## src/rtl/sge_share_pkg.sv

```systemverilog
// Shared types and helpers for the time-shared signed >= comparator arbiter.
package sge_share_pkg;

    localparam int unsigned MAX_NREQ = 8;
    localparam int unsigned MAX_IDW  = 3;

    typedef enum logic {
        RSP_EMPTY = 1'b0,
        RSP_FULL  = 1'b1
    } rsp_state_e;

    // One-hot grant to the first valid lane at or after ptr, scanning upward modulo nreq.
    function automatic logic [MAX_NREQ-1:0] rr_pick(
        input logic [MAX_NREQ-1:0] valid,
        input logic [MAX_IDW-1:0]  ptr,
        input int unsigned         nreq
    );
        logic [MAX_NREQ-1:0] onehot;
        logic                found;
        int unsigned         idx;
        onehot = '0;
        found  = 1'b0;
        for (int unsigned i = 0; i < MAX_NREQ; i++) begin
            idx = 32'(ptr) + i;
            if (idx >= nreq) begin
                idx = idx - nreq;
            end
            if (!found && (i < nreq) && valid[idx[MAX_IDW-1:0]]) begin
                onehot[idx[MAX_IDW-1:0]] = 1'b1;
                found                    = 1'b1;
            end
        end
        return onehot;
    endfunction

endpackage

```

## src/rtl/sint_sge_core.sv

```systemverilog
// Combinational full-width two's-complement lhs >= rhs.
module sint_sge_core #(
    parameter int unsigned WIDTH = 3
) (
    input  logic [WIDTH-1:0] lhs,
    input  logic [WIDTH-1:0] rhs,
    output logic             ge_c
);

    assign ge_c = ($signed(lhs) >= $signed(rhs));

endmodule

```

## src/rtl/sge_share_arbiter.sv

```systemverilog
// Round-robin arbiter sharing one signed >= comparator among NREQ lanes,
// with a one-entry tagged result register.
module sge_share_arbiter
    import sge_share_pkg::*;
#(
    parameter int unsigned WIDTH = 3,
    parameter int unsigned NREQ  = 4
) (
    input  logic                    CLK,
    input  logic                    RESET,
    input  logic [NREQ-1:0]         req_valid,
    output logic [NREQ-1:0]         req_ready,
    input  logic [NREQ*WIDTH-1:0]   req_in0,
    input  logic [NREQ*WIDTH-1:0]   req_in1,
    output logic                    rsp_valid,
    input  logic                    rsp_ready,
    output logic [$clog2(NREQ)-1:0] rsp_id,
    output logic                    rsp_out,
    output logic                    busy
);

    localparam int unsigned IDW = $clog2(NREQ);

    rsp_state_e          state_q;
    rsp_state_e          state_d;
    logic [IDW-1:0]      ptr_q;
    logic [IDW-1:0]      ptr_d;
    logic [IDW-1:0]      rsp_id_q;
    logic                rsp_out_q;
    logic                can_accept;
    logic [MAX_NREQ-1:0] grant_full;
    logic [NREQ-1:0]     grant;
    logic                any_grant;
    logic                load_rsp;
    logic [IDW-1:0]      gidx;
    logic [WIDTH-1:0]    lhs;
    logic [WIDTH-1:0]    rhs;
    logic                ge;
    logic                unused_grant;

    assign rsp_valid  = (state_q == RSP_FULL);
    assign rsp_id     = rsp_id_q;
    assign rsp_out    = rsp_out_q;
    assign busy       = rsp_valid | (|req_valid);
    assign can_accept = !rsp_valid || rsp_ready;

    assign grant_full   = rr_pick(MAX_NREQ'(req_valid), MAX_IDW'(ptr_q), NREQ);
    assign unused_grant = ^grant_full;

    // Trim the package-width grant to NREQ lanes and select the granted operands.
    always_comb begin
        grant = '0;
        gidx  = '0;
        lhs   = '0;
        rhs   = '0;
        for (int unsigned i = 0; i < NREQ; i++) begin
            grant[i] = grant_full[i];
            if (grant_full[i]) begin
                gidx = IDW'(i);
                lhs  = req_in0[i*WIDTH +: WIDTH];
                rhs  = req_in1[i*WIDTH +: WIDTH];
            end
        end
    end

    assign req_ready = (can_accept && !RESET) ? grant : '0;
    assign any_grant = |req_ready;

    sint_sge_core #(
        .WIDTH(WIDTH)
    ) u_core (
        .lhs  (lhs),
        .rhs  (rhs),
        .ge_c (ge)
    );

    always_ff @(posedge CLK) begin
        if (RESET) begin
            state_q <= RSP_EMPTY;
        end else begin
            state_q <= state_d;
        end
    end

    // Result register occupancy, pointer advance and result capture.
    always_comb begin
        state_d  = state_q;
        load_rsp = 1'b0;
        ptr_d    = ptr_q;
        if (any_grant) begin
            load_rsp = 1'b1;
            ptr_d    = (gidx == IDW'(NREQ - 1)) ? '0 : gidx + IDW'(1);
        end
        case (state_q)
            RSP_EMPTY: if (any_grant) state_d = RSP_FULL;
            RSP_FULL:  if (rsp_ready && !any_grant) state_d = RSP_EMPTY;
            default:   state_d = RSP_EMPTY;
        endcase
    end

    always_ff @(posedge CLK) begin
        if (RESET) begin
            ptr_q     <= '0;
            rsp_id_q  <= '0;
            rsp_out_q <= 1'b0;
        end else if (load_rsp) begin
            ptr_q     <= ptr_d;
            rsp_id_q  <= gidx;
            rsp_out_q <= ge;
        end
    end

endmodule
```

## config.mk

```make
export PLATFORM = sky130hd
export DESIGN_NAME = sge_share_arbiter
export DESIGN_NICKNAME = d
export VERILOG_FILES = /design/src/rtl/sge_share_pkg.sv /design/src/rtl/sint_sge_core.sv /design/src/rtl/sge_share_arbiter.sv
export SDC_FILE = /design/constraint.sdc
export NUM_CORES = 1
export LEC_CHECK = 0
export ABC_AREA = 0
export CAP_MARGIN = 25
export CORE_MARGIN = 2
export CORE_UTILIZATION = 44
export DETAILED_ROUTE_END_ITERATION = 12
export GPL_ROUTABILITY_DRIVEN = 0
export GPL_TIMING_DRIVEN = 0
export PLACE_DENSITY = 0.81
export SLEW_MARGIN = 20
export SYNTH_ARGS = -nofsm -noshare
export SYNTH_HDL_FRONTEND = slang
export SYNTH_SLANG_ARGS = --single-unit
```

## constraint.sdc

```tcl
create_clock -name CLK -period 4.3 [get_ports CLK]
set_input_delay 0.645 -clock CLK [delete_from_list [all_inputs] [get_ports CLK]]
set_output_delay 0.645 -clock CLK [all_outputs]
set_load 0.02 [all_outputs]
```

* After elaboration in Yosys (flattened, before gate mapping)
Index checks and enable logic that the tools add are counted.
** Operators by class
- $add $sub $neg :: 8
- Order comparisons :: 13
- Eq/ne operators :: 1
- Multiplexer cells :: 43
- Bitwise operators :: 5
- Reductions and logical operators :: 19
** Operator list (number)
- $mux 3 :: 12
- $mux 4 :: 5
- $lt 3x4->1 const B :: 4
- $mux 1 :: 14
- $bmux 1 s3 :: 4
- $demux 1 s3 :: 4
- $ge 3x1->1 const B :: 4
- $or 4x4->4 :: 3
- $ge 3x3->1 const B :: 3
- $logic_and 1x1->1 :: 9
- $sub 3x3->3 const B :: 3
- $reduce_or 4->1 :: 2
- $add 2x2->3 const B :: 2
- $logic_not 1->1 :: 6
- $mux 2 :: 3
- $add 2x1->3 const B :: 1
- $ge 2x3->1 const B :: 1
- $ge 3x3->1 :: 1
- $sub 2x3->3 const B :: 1
- $add 2x1->2 const B :: 1
- $eq 2x2->1 const B :: 1
- $pmux 1 s2 :: 1
- $reduce_and 2->1 :: 1
- $logic_or 1x1->1 :: 1
- other kinds (2) :: 2
** Word-level totals
- Register bits :: 6
- Output and inout port bits :: 9
- Word-level logic and storage cells :: 93

* Longest topological paths before layout
- Word-level depth :: 20
- Gate-level depth with buffers :: 17
- Gate-level depth less buffers :: 15

* Modules after synthesis
From an unflattened synthesis, not the netlist that was laid out.
** Second synthesis, totals
- Cells, all modules :: 128
- Area total of the unflattened synthesis :: 1089.8 um^2
** By module, submodules not included
- sge_share_arbiter :: instances 1, cells each 117, area each 1016.0 um^2, seq. area each 120.1 um^2
- sint_sge_core :: instances 1, cells each 11, area each 73.8 um^2, seq. area each 0.0 um^2

* Worst setup path after synthesis
Ideal clock, no wire load.
- Kind :: register to register
- From :: register ptr_q[0]
- To :: register rsp_out_q (netlist: rsp_out)
- Data arrival time :: 3416 ps
- Path slack :: 745 ps
- Stages on the path, launching flop included :: 17
- Path buffers :: 2
- Cell sequence :: dfxtp_1 -> buf_6 -> inv_1 -> ha_1 -> nor3b_2 -> a2111oi_2 -> a22oi_1 -> o211ai_1 -> clkbuf_2 -> nor2_1 -> a221o_1 -> ha_1 -> nand2b_1 -> a21oi_1 -> nand3_1 -> o21ai_0 -> mux2i_1
** On the way
- Word-level cells in the longest chain between the ends :: 19
- Elaborated cells on any way between the ends :: 71
- Those cells by class :: add/sub: 7; order compare: 13; mux: 37; bitwise: 3; reduce/logical: 11
** Ends and longest elaborated chain
- from (decl) :: line sge_share_arbiter.sv:26 : logic [IDW-1:0] ptr_q;
- from (signal assigned) :: line sge_share_arbiter.sv:107 : ptr_q <= ptr_d;
- parallel branches: the longest is 13 deep, another holds $lt 3x4->1
- $mux 4 (*) :: line sge_share_pkg.sv:28 : if (!found && (i < nreq) && valid[idx[MAX_IDW-1:0]]) begin
- $mux 3 (4 in a row) :: line sge_share_arbiter.sv:58 : if (grant_full[i]) begin
- $ge 3x3->1 :: line sint_sge_core.sv:10 : assign ge_c = ($signed(lhs) >= $signed(rhs));
- to (signal assigned) :: line sge_share_arbiter.sv:109 : rsp_out_q <= ge;
- to (decl) :: line sge_share_arbiter.sv:29 : logic rsp_out_q;
Every way passes the cells marked *. The select of a mux whose other input is x is not followed.
A chain may end at the register's enable or synchronous reset.

* Worst setup path after layout
- From :: input port req_valid[2]
- To :: output port req_ready[3]
** On the way
- Word-level cells in the longest chain between the ends :: 13
- Elaborated cells on any way between the ends :: 25
- Those cells by class :: mux: 16; bitwise: 3; reduce/logical: 6
** Ends and longest elaborated chain
- from (decl) :: line sge_share_arbiter.sv:11 : input logic [NREQ-1:0] req_valid,
- $bmux 1 s3 :: line sge_share_pkg.sv:28
- $mux 1 (not written as such) :: line sge_share_pkg.sv:28
- $mux 1 :: line sge_share_pkg.sv:28
- $logic_not 1->1 :: line sge_share_pkg.sv:28
- $logic_and 1x1->1 :: line sge_share_pkg.sv:28
- $mux 1 :: line sge_share_pkg.sv:28
- $logic_not 1->1 :: line sge_share_pkg.sv:28
- $logic_and 1x1->1 :: line sge_share_pkg.sv:28
- $mux 1 :: line sge_share_pkg.sv:28
- $logic_not 1->1 :: line sge_share_pkg.sv:28
- $logic_and 1x1->1 :: line sge_share_pkg.sv:28
- $mux 4 (*) :: line sge_share_pkg.sv:28
- $mux 4 (*) :: line sge_share_arbiter.sv:66 : assign req_ready = (can_accept && !RESET) ? grant : '0;
- to (decl) :: line sge_share_arbiter.sv:12 : output logic [NREQ-1:0] req_ready,
Every way passes the cells marked *; elsewhere a longest branch is shown, timed or not. The select of a mux whose other input is x is not followed.

==> results_dict.tcl <==
set metrics [dict create \
    status "finished clean" \
    cpMaxStageDelayCell "clkdlybuf4s50_1" \
    post-cts-setup-buffer-count 0 \
    setup_ws_ns 0.210 \
    hpwl_mm 2.13 \
    fin_tns_setup_ns 0 \
    min_from "rsp_id[1]$_SDFFE_PP0P_" \
    crit_fanout 10 \
    tritoncts "built" \
    drive_above_1_share_pct 9.94 \
    max_freq_mhz 245 \
    routed_wl_mm 2.68 \
    grt_first_pass_wirelength_mm 3.99 \
    power.leakage_nw 0.631 \
    synth-async-reset-ratio_pct 0 \
    finClkSkew_ns 0.00160 \
    die_y_um 52.1 \
    r2r_end "rsp_out$_SDFFE_PP0P_" \
    pwr-share-comb_pct 86.2 \
    syn_nets 161 \
    netlist_area_um2 1020 \
    clock_latency_ns 0.24 \
    synthCells 119 \
    r2r_slack_ns 0.29 \
    yosysTopAreaCell "ha_1" \
    grt-ovfl-total 0 \
    clock_path_buffers 2 \
    num_rows 17 \
    cp-end-kind "output port" \
    finalCriticalPeriod_ns 4.09 \
    powerDensity_nw_per_um2 718 \
    drc 0 \
    hold_depth 2 \
    dp_worst_setup_slack_ns 0.00203 \
    cp_cell_sequence "clkdlybuf4s50_1, mux2i_1, nor3b_2, o21ai_0, o211ai_1, clkbuf_2, and2_1, clkdlybuf4s50_1" \
    n_fill_cell 178 \
    tightest_slew_ns 0.589 \
    hp-class "flip-flop to flip-flop" \
    grt_pass1_vias 916 \
    synth_edf_count 0 \
    ant_nets 0 \
    maxSlewViolCount 0 \
    dr.pass1.iters 4 \
    hold_viol 0 \
    setup_violations 0 \
    path_clk_slew_ns 0.04 \
    ys_warn_count 0 \
    drt-initial-drc-count 30 \
    htreeDepth 1 \
    slew_headroom_pct 60.7 \
    syn_area_per_cell_um2 8.56 \
    hold_end "rsp_id[1]$_SDFFE_PP0P_" \
    required_ns 3.65 \
    grt_use_total_pct 20.0 \
    p_sw_share_pct 48.6 \
    vias 1063 \
    worstPathArrival_ns 3.44 \
    start_util_pct 46.5 \
    p_int_mw 0.549 \
    cap_violations 0 \
    io_pins 40 \
    ys_ff_latch 6 \
    cts_buffers 3 \
    ys_types 36 \
    slowest_delay_ns 0.61 \
    yosys-top-cells-area "ha_1, dfxtp_1, mux2i_1, and2_1, a221o_1" \
    timing.rr.start "ptr_q[0]$_SDFFE_PP0P_" \
    core-area_um2 2190 \
    synth_top_flop_cell "dfxtp_1" \
    clkPwrFrac_pct 4.5 \
    cp-start-kind "input pin" \
    portBuffers 39 \
    clock-root-buffer "clkbuf_4" \
    cts_resized 0 \
    cpMostUsedCell "clkdlybuf4s50_1" \
    die_area_um2 2720 \
    diodes 0 \
    vias_per_cell 5.62 \
    switching_power_mw 0.520 \
    synth_top_area_share_pct 13.5 \
    rsz0062_at_grt "false" \
    clock_sinks 6 \
    grt_max_degree 11 \
    ys_seq_area_share_pct 11.8 \
    reg2reg_depth 15 \
    drt-wirelength-per-cell_um 14.2 \
    vdd_drop_max_uv 449 \
    path_class "input pin to output port" \
    die_x_um 52.1 \
    syn2layout_area_growth_pct 46.1 \
    seq_power_share_pct 9.3 \
    fin_crit_sh_pct 95.1 \
    fin_nets 205 \
    cts_hold_buf 0 \
    antenna_found_initial 0 \
]
==> metrics by stage <==
stage | power [mW] | cell area, um2 | util (%) | instances | hold WS (ns)
finish | 1.07 | 1490 | 67.9 | 189 | 0.473
global route | 1.16 | 1490 | 67.9 | 189 | 0.497
CTS | 1.05 | 1470 | 66.9 | 189 | 0.480
detailed placement | 0.997 | 1440 | 65.9 | 186 | 0.472
global placement | 0.968 | 1440 | 65.9 | 186 | 0.469
floorplan | 0.772 | 1020 | - | 119 | 0.549
==> cells in the mapped netlist (4+ instances only) <==
| library cell | count |
|---|---|
| a221o_1 | 5 |
| o211ai_1 | 4 |
| o21ai_0 | 5 |
| nor2_1 | 6 |
| ha_1 | 11 |
| inv_1 | 12 |
| nand2_1 | 10 |
| dfxtp_1 | 6 |
| mux2i_1 | 11 |
| a221oi_1 | 4 |
| and2_1 | 9 |
| nand2b_1 | 5 |
==> power by group through the flow <==
| stage | Combinational (mW) | Clock (mW) | Sequential [mW] |
|---|---|---|---|
| final | 0.921 | 0.0481 | 0.0994 |
| after global routing | 1.01 | 0.0532 | 0.103 |
| after CTS | 0.901 | 0.0516 | 0.0997 |
| after detailed placement | 0.897 | 0 | 0.101 |
| after global placement | 0.868 | 0 | 0.100 |
| after floorplan | 0.658 | 0 | 0.114 |
==> registers in the layout (all words and copies together) (netlist names) <==
signal / flops
rsp_valid: 1
ptr_q: 2
rsp_out: 1
rsp_id: 2
==> logic make-up after synthesis <==
family / after synthesis / synth area share, %
adder cells (fa/ha/maj): 11 / 13.5
multiplexers: 15 / 18.6
AND/OR/NAND/NOR: 41 / 23.3
flip-flops: 6 / 11.8
AO/OA/AOI/OAI: 30 / 25.2
buffers and inverters: 16 / 7.62
==> cell usage in the layout, fill, tap and decap left out, types with 2 or more instances in the layout <==
master	netlist	layout
a21oi_1	2	2
inv_1	12	12
buf_6	2	2
mux2_4	2	2
o211ai_1	4	4
nor2_1	6	6
nand3_1	2	2
and2_1	9	9
nor2b_1	2	2
clkbuf_4	0	3
dfxtp_1	6	6
ha_1	11	11
a221o_1	5	5
o21ai_0	5	5
a221oi_1	4	4
nand3b_1	2	2
nand2_1	10	10
nand2b_1	5	5
mux2i_1	11	11
clkdlybuf4s50_1	0	39
a22oi_1	2	2
==> critical path: cells and delay by family <==
kind | cells | cell delay [ns]
buffers and inverters | 3 | 1.47
and+or+nand+nor | 2 | 0.61
muxes | 1 | 0.14
AOI/OAI and AO/OA | 2 | 0.56
==> layout make-up <==
cell class | instances | area [um2] | share of cell area [%]
multi-input cells | 97 | 842 | 56.6
flip-flops and latches | 6 | 120 | 8.07
clock buffers | 3 | 22.5 | 1.51
inverters | 12 | 45.0 | 3.03
repair buffers | 39 | 390 | 26.2
plain buffers | 4 | 32.5 | 2.19
well taps | 28 | 35.0 | 2.35
==> metal layers <==
metal / up-vias / share of wire [%] / GRT usage (%)
met5: - / 0 / 0
met4: 0 / 0.64 / 10.1
met3: 4 / 2.6 / 2.87
met2: 29 / 53 / 33.1
met1: 504 / 44 / 24.8
li1: 526 / - / -
==> worst max-delay path by stage <==
| stage | cells past startpoint | startpoint | slack [ns] | endpoint |
|---|---|---|---|---|
| finish | 8 | req_valid[2] | 0.21 | req_ready[3] |
| CTS | 10 | ptr_q[0]$_SDFFE_PP0P_ | 0.13 | req_ready[3] |
| global route | 10 | ptr_q[0]$_SDFFE_PP0P_ | 0.01 | req_ready[3] |
| detailed placement | 15 | req_valid[1] | 0.002 | rsp_out$_SDFFE_PP0P_ |
| global placement | 15 | req_valid[0] | 0.13 | rsp_out$_SDFFE_PP0P_ |
| floorplan | 16 | ptr_q[0]$_SDFFE_PP0P_ | 0.74 | rsp_out$_SDFFE_PP0P_ |
Note: power is estimated with default switching activity, not from simulation.
